### src/rtl/pedestrian_signal.sv
`default_nettype none
// ============================================================================
// Module   : pedestrian_signal
// Purpose  : Pedestrian crossing lamps slaved to a car semaphore. Build macro
//            PED_BLINK_EN adds a flashing-green BLINK phase.
// Revision : 1.0
// ============================================================================
module pedestrian_signal #(
  parameter int CLK_FREQ     = 12000000,
  parameter int DEBOUNCE_CYC = 240000,
  parameter int CLEAR_SEC    = 1,
  parameter int WALK_SEC     = 3,
  parameter int BLINK_SEC    = 2
) (
  input  logic       clk,
  input  logic       rst,
  input  logic       buton,
  input  logic       rosu,
  input  logic       galben,
  input  logic       verde,
  output logic       buton_req_n,
  output logic       ped_rosu,
  output logic       ped_verde,
  output logic       wait_led,
  output logic [3:0] count_display,
  output logic       fault
);

  localparam int PW = (CLK_FREQ > 1) ? $clog2(CLK_FREQ) : 1;
  localparam int DW = $clog2(DEBOUNCE_CYC + 1);
  localparam int TW = 16;
`ifdef PED_BLINK_EN
  localparam int WALK_TICKS = WALK_SEC;
  localparam int WALK_TAIL  = BLINK_SEC;
`else
  localparam int WALK_TICKS = WALK_SEC + BLINK_SEC;
  localparam int WALK_TAIL  = 0;
`endif

  typedef enum logic [2:0] {
    ST_STOP  = 3'd0,
    ST_CLEAR = 3'd1,
    ST_WALK  = 3'd2,
    ST_BLINK = 3'd3,
    ST_FAULT = 3'd4
  } state_t;

  state_t          state_q, state_d;
  logic            btn_meta_q, btn_s_q;
  logic [2:0]      lamp_meta_q, lamp_s_q;
  logic [PW-1:0]   phase_q, phase_d;
  logic [DW-1:0]   deb_q, deb_d;
  logic [TW-1:0]   tcnt_q, tcnt_d;
  logic            req_q, req_d;
  logic            bad_q, bad_d;
  logic            vok_q, vok_d;
  logic            blink_d;
  logic            ped_rosu_d, ped_verde_d, fault_d;
  logic [3:0]      count_d;

  logic tick, press, lamps_valid, red_only, green_only, fault_now;
  int   rem;

  // Lamp bits ordered {rosu, galben, verde}
  always_ff @(posedge clk or negedge rst) begin
    if (!rst) begin
      btn_meta_q  <= 1'b1;
      btn_s_q     <= 1'b1;
      lamp_meta_q <= 3'b000;
      lamp_s_q    <= 3'b000;
    end else begin
      btn_meta_q  <= buton;
      btn_s_q     <= btn_meta_q;
      lamp_meta_q <= {rosu, galben, verde};
      lamp_s_q    <= lamp_meta_q;
    end
  end

  assign tick        = (phase_q == PW'(CLK_FREQ - 1));
  assign red_only    = (lamp_s_q == 3'b100);
  assign green_only  = (lamp_s_q == 3'b001);
  assign lamps_valid = red_only || green_only || (lamp_s_q == 3'b010);
  assign press       = !btn_s_q && (deb_q == DW'(DEBOUNCE_CYC - 1));
  assign fault_now   = tick && !lamps_valid && bad_q;

  always_comb begin
    phase_d = tick ? '0 : phase_q + PW'(1);
    deb_d   = deb_q;
    if (btn_s_q)
      deb_d = '0;
    else if (deb_q != DW'(DEBOUNCE_CYC))
      deb_d = deb_q + DW'(1);
    bad_d = !lamps_valid && (tick || bad_q);
    vok_d = green_only && (tick || vok_q);
  end

  always_comb begin
    state_d = state_q;
    case (state_q)
      ST_STOP:  if (red_only && req_q) state_d = ST_CLEAR;
      ST_CLEAR: begin
        if (!lamp_s_q[2]) state_d = ST_STOP;
        else if (tick && tcnt_q == TW'(CLEAR_SEC - 1)) state_d = ST_WALK;
      end
      ST_WALK: begin
        if (!lamp_s_q[2]) state_d = ST_STOP;
`ifdef PED_BLINK_EN
        else if (tick && tcnt_q == TW'(WALK_TICKS - 1)) state_d = ST_BLINK;
`else
        else if (tick && tcnt_q == TW'(WALK_TICKS - 1)) state_d = ST_STOP;
`endif
      end
`ifdef PED_BLINK_EN
      ST_BLINK: begin
        if (!lamp_s_q[2]) state_d = ST_STOP;
        else if (tick && tcnt_q == TW'(BLINK_SEC - 1)) state_d = ST_STOP;
      end
`endif
      ST_FAULT: if (tick && green_only && vok_q) state_d = ST_STOP;
      default:  state_d = ST_STOP;
    endcase
    if (fault_now) state_d = ST_FAULT;

    tcnt_d = tcnt_q;
    if (state_d != state_q)
      tcnt_d = '0;
    else if (tick && tcnt_q != '1)
      tcnt_d = tcnt_q + TW'(1);

    // Request is consumed on entry to WALK and discarded on entry to FAULT
    req_d = req_q;
    if (press && state_q == ST_STOP) req_d = 1'b1;
    if (state_d != state_q && (state_d == ST_WALK || state_d == ST_FAULT)) req_d = 1'b0;

    rem = 0;
    if (state_d == ST_WALK)  rem = WALK_TICKS + WALK_TAIL - int'(tcnt_d);
    if (state_d == ST_BLINK) rem = BLINK_SEC - int'(tcnt_d);
    count_d = (rem > 15) ? 4'd15 : 4'(rem);

    ped_rosu_d  = (state_d == ST_STOP) || (state_d == ST_CLEAR) || (state_d == ST_FAULT);
    ped_verde_d = (state_d == ST_WALK) || ((state_d == ST_BLINK) && blink_d);
    fault_d     = (state_d == ST_FAULT);
  end

`ifdef PED_BLINK_EN
  localparam int BLINK_HALF = (CLK_FREQ / 4 > 0) ? CLK_FREQ / 4 : 1;
  localparam int BW = $clog2(BLINK_HALF + 1);

  logic [BW-1:0] bcnt_q, bcnt_d;
  logic          blink_q;

  always_comb begin
    bcnt_d  = bcnt_q;
    blink_d = blink_q;
    if (state_d == ST_BLINK && state_q != ST_BLINK) begin
      bcnt_d  = '0;
      blink_d = 1'b1;
    end else if (state_q == ST_BLINK) begin
      if (bcnt_q == BW'(BLINK_HALF - 1)) begin
        bcnt_d  = '0;
        blink_d = ~blink_q;
      end else begin
        bcnt_d = bcnt_q + BW'(1);
      end
    end
  end

  always_ff @(posedge clk or negedge rst) begin
    if (!rst) begin
      bcnt_q  <= '0;
      blink_q <= 1'b0;
    end else begin
      bcnt_q  <= bcnt_d;
      blink_q <= blink_d;
    end
  end
`else
  assign blink_d = 1'b0;
`endif

  always_ff @(posedge clk or negedge rst) begin
    if (!rst) begin
      state_q       <= ST_STOP;
      phase_q       <= '0;
      deb_q         <= '0;
      tcnt_q        <= '0;
      req_q         <= 1'b0;
      bad_q         <= 1'b0;
      vok_q         <= 1'b0;
      buton_req_n   <= 1'b1;
      wait_led      <= 1'b0;
      ped_rosu      <= 1'b1;
      ped_verde     <= 1'b0;
      count_display <= 4'd0;
      fault         <= 1'b0;
    end else begin
      state_q       <= state_d;
      phase_q       <= phase_d;
      deb_q         <= deb_d;
      tcnt_q        <= tcnt_d;
      req_q         <= req_d;
      bad_q         <= bad_d;
      vok_q         <= vok_d;
      buton_req_n   <= ~req_d;
      wait_led      <= req_d;
      ped_rosu      <= ped_rosu_d;
      ped_verde     <= ped_verde_d;
      count_display <= count_d;
      fault         <= fault_d;
    end
  end

endmodule
`default_nettype wire
### config.mk
export PLATFORM = sky130hd
export DESIGN_NAME = pedestrian_signal
export DESIGN_NICKNAME = d
export VERILOG_FILES = /design/src/rtl/pedestrian_signal.sv
export SDC_FILE = /design/constraint.sdc
export NUM_CORES = 1
export LEC_CHECK = 0
export CAP_MARGIN = 40
export CORE_MARGIN = 2
export CORE_UTILIZATION = 25
export DETAILED_ROUTE_END_ITERATION = 12
export PLACE_DENSITY_LB_ADDON = 0.3
export SETUP_SLACK_MARGIN = 0.15
export SLEW_MARGIN = 10
export SYNTH_ARGS = -nofsm -noshare
export SYNTH_HDL_FRONTEND = slang
export SYNTH_SLANG_ARGS = --single-unit
### constraint.sdc
create_clock -name clk -period 6.23 [get_ports clk]
set_input_delay 1.246 -clock clk [delete_from_list [all_inputs] [get_ports clk]]
set_output_delay 1.246 -clock clk [all_outputs]
set_load 0.01 [all_outputs]
==> results by group <==
Worst setup path
  • CP Max Fanout: 23
  • Kind of critical path: flip-flop to flip-flop
  • R2R depth: 17
  • CP required: 6.44 ns
  • Setup crit start kind: flip-flop
  • Crit. End Element: flip-flop
  • Crit path DAT: 4.69 ns

Logic synthesis
  • Synth area leaders: dfrtp_1 43%, xnor2_1 6.1%, nor2_1 5.2%, xor2_1 5.0%, nand3_1 3.1%
  • Ys Warns: 0
  • Syn Inst Count: 454
  • Primary FF master, synth: dfrtp_1
  • Post-synth ARST share: 100%
  • Mapped Area: 4420 sq um
  • Net Count, Synth: 467
  • Leading area contributor after synthesis: dfrtp_1
  • Yosys cell types: 65
  • Syn Area/Cell: 9.73 sq um
  • Area share of the largest cell type after synthesis: 43.1%
  • Sequential element share of the synthesized area: 45.4%
  • EDFF count, synth: 0
  • Yosys reg bits: 80

Routing
  • Post-route ant nets: 0
  • Residual DRC: 0
  • Vias per cell: 4.78
  • Via count: 3305
  • Routed wire per std cell: ~14 microns
  • Final WL: 9680 microns
  • 1st-pass router iterations: 4
  • Drt first-iter violations: between 150 and 200

STA
  • Worst slew pin tran: slightly above 0.8 ns
  • Setup TNS: 0 ns
  • Relative slew slack: around 45%
  • RSZ-0062 raised after global routing: no
  • Slew Viols, Final: 0
  • Hold_ws: 0.354 ns
  • Tcrit/Tclk final: 72.0%
  • Setup violators final: 0
  • Setup slack after layout: approximately 1.7 ns
  • Fmax: 223 MHz
  • Clock skew: 0.0106 ns
  • Final hold viol count: 0
  • Crit path time final: 4.49 ns

Power and ir drop
  • Overall Power: 1.05 mW
  • Sw Ratio: 22.2%
  • Leak: approximately 2.1 nW
  • Internal Power: 0.815 mW
  • Worst IR Drop VDD: 0.000122 V
  • Power per Cell Area: 207 nW/um^2
  • Net switching power: 0.233 mW
  • Clock power frac: 47.3%
  • Logic pwr share: 2.2%
  • Sequential Power Share: between 50% and 60%

Clocking
  • CTS Hold Bufs: 0
  • Num CTS Buffers: 9
  • CTS root buffer: clkbuf_16
  • H-Tree Depth: 3
  • Post-CTS Setup Repair Bufs: 0
  • Clock Tree Buf Depth: 2
  • Worst skew pair latency: 0.33 ns
  • Post_cts resized: 0
  • CTS tree: built
  • Clock transition at the registers of the reported paths: 0.06 ns
  • CTS sink cnt: 80

Die
  • I/O pin count: 15
  • Die area: 18700 sq um
  • Initial Util: 25.5%
  • Die W: 137 microns
  • Row cnt: 48
  • Die Span Y: 137 microns
  • Core Region: 17300 sq um

Status
  • Outcome: completed

Placement
  • Setup WS pre-CTS: 1.77 ns
  • # port buffers: 14
  • HPWL after DPL: 6820 microns
  • Placer Congestion: about 0.84

Hold path
  • Hold path cells: 0
  • HP Class: flip-flop to flip-flop

Global routing
  • Largest net degree at the start of global routing: 48
  • Initial antenna violation count: 0
  • Vias in the first global route: 3343
  • Remaining Overflow, GRT: 0
  • First-pass GRT wire length: between 15000 and 20000 microns
  • GRT Total Usage: 11.1%

Final layout
  • Syn-to-layout area delta: 14.7%
  • Post-layout utilization of the core: 29.3%
  • ANT cells: 0
  • Final net count: about 470
  • Share of layout cells above drive strength 1: under 10%

Job
  • Max_cap viols: 0
==> critical path, cell delays in order (launching register included) <==
cell	delay, ns
dfrtp_1	0.40
ha_1	0.23
and4_1	0.27
nand4_2	0.33
nor2_2	0.77
a2111oi_4	0.18
o221ai_2	0.20
buf_4	0.29
nand2b_1	0.18
inv_1	0.06
ha_1	0.24
nor2b_1	0.13
mux2i_1	0.11
nor3b_2	0.24
o2111a_1	0.22
o21bai_1	0.09
a211oi_2	0.29
o22ai_1	0.10
==> final cells by class <==
| class | instances | area, sq um |
|---|---|---|
| sequential | 80 | 2010 |
| fill | 1804 | 12200 |
| inverter | 15 | 56.3 |
| timing repair buffer | 17 | 178 |
| multi-input combinational | 338 | 2270 |
| clock buffer | 12 | 246 |
| tap | 225 | 282 |
| clock inverter | 4 | 30.0 |
==> flip-flops by register name, summed over array words and instances (netlist names), 3 cells and up <==
register,flops
phase_q,24
lamp_meta_q,3
deb_q,18
lamp_s_q,3
count_display,4
state_q,3
tcnt_q,16
==> cell families (layout without fill, tap and decap cells) <==
logic type,count (synthesis),count (layout),share of synthesized area [%]
AO/OA/AOI/OAI,56,56,9.55
XOR/XNOR,56,56,11.1
adder cells (fa/ha/maj),7,7,1.98
buffers and inverters,36,48,3.26
flip-flops,80,80,45.4
multiplexers,5,5,1.25
AND/OR/NAND/NOR,214,214,27.4
==> worst paths after layout <==
path,startpoint,end,slack [ns]
max,phase_q[0],count_display[1],1.74
min,lamp_meta_q[1],lamp_s_q[1],0.35
max reg2reg,phase_q[0],count_display[1],1.74
min reg2reg,lamp_meta_q[1],lamp_s_q[1],0.35
max in group asynchronous,rst,btn_s_q,4.73
min in group asynchronous,rst,deb_q[2],0.86
==> cells in the mapped netlist (2+ instances only) <==
master and instances:
o21ai_1 2, nor4_2 2, nor3_1 8, xor2_1 25
or3_1 4, buf_2 7, a311oi_1 2, nand4_1 10
clkbuf_1 12, and4b_1 2, dfstp_2 4, nor4b_1 4
buf_1 2, nand3_1 27, nor3b_1 4, a31o_2 3
or4_1 3, xnor2_1 31, nor4_1 10, nor2b_1 5
dfrtp_1 76, nor4bb_1 3, o31a_1 2, inv_1 15
o22ai_1 4, nand2b_1 2, o211ai_1 3, a211oi_1 5
and4_1 9, ha_1 7, mux2i_1 4, and3_1 14
nand2_1 33, a21oi_1 6, o21ai_0 14, nor2_1 61
==> cells in the final DEF (no fill, tap or decap), types with 5 or more instances in the layout <==
| cell | synthesis | routed |
|---|---|---|
| nand2_1 | 33 | 33 |
| xnor2_1 | 31 | 31 |
| dfrtp_1 | 76 | 76 |
| a211oi_1 | 5 | 5 |
| and3_1 | 14 | 14 |
| clkdlybuf4s50_1 | 0 | 13 |
| nor2b_1 | 5 | 5 |
| nor4_1 | 10 | 10 |
| a21oi_1 | 6 | 6 |
| and4_1 | 9 | 9 |
| xor2_1 | 25 | 25 |
| o21ai_0 | 14 | 14 |
| inv_1 | 15 | 15 |
| clkbuf_16 | 0 | 9 |
| nor2_1 | 61 | 61 |
| nand3_1 | 27 | 27 |
| ha_1 | 7 | 7 |
| nor3_1 | 8 | 8 |
| nand4_1 | 10 | 10 |
==> power by group through the flow <==
stage               logic [mW]  clock network, mW  registers (mW)
finish                  0.0226              0.496           0.530
global route            0.0264              0.533           0.530
CTS                     0.0240              0.517           0.530
detailed placement      0.0238                  0           0.539
global placement        0.0209                  0           0.539
floorplan              0.00809                  0           0.537
==> layer usage <==
layer | global-route usage [%] | routed length [microns]
met5 | 0 | 0
met4 | 4.18 | 128
met3 | 2.52 | 209
met2 | 17.9 | 4510
met1 | 14.6 | 4840
==> stage by stage <==
stage	std cells	cell area, sq um
2_1_floorplan	454	4420
3_3_place_gp	673	4760
3_5_place_dp	675	4790
4_1_cts	691	5060
5_1_grt	691	5060
6_report	691	5060
Power figures use the tool's default switching activity.
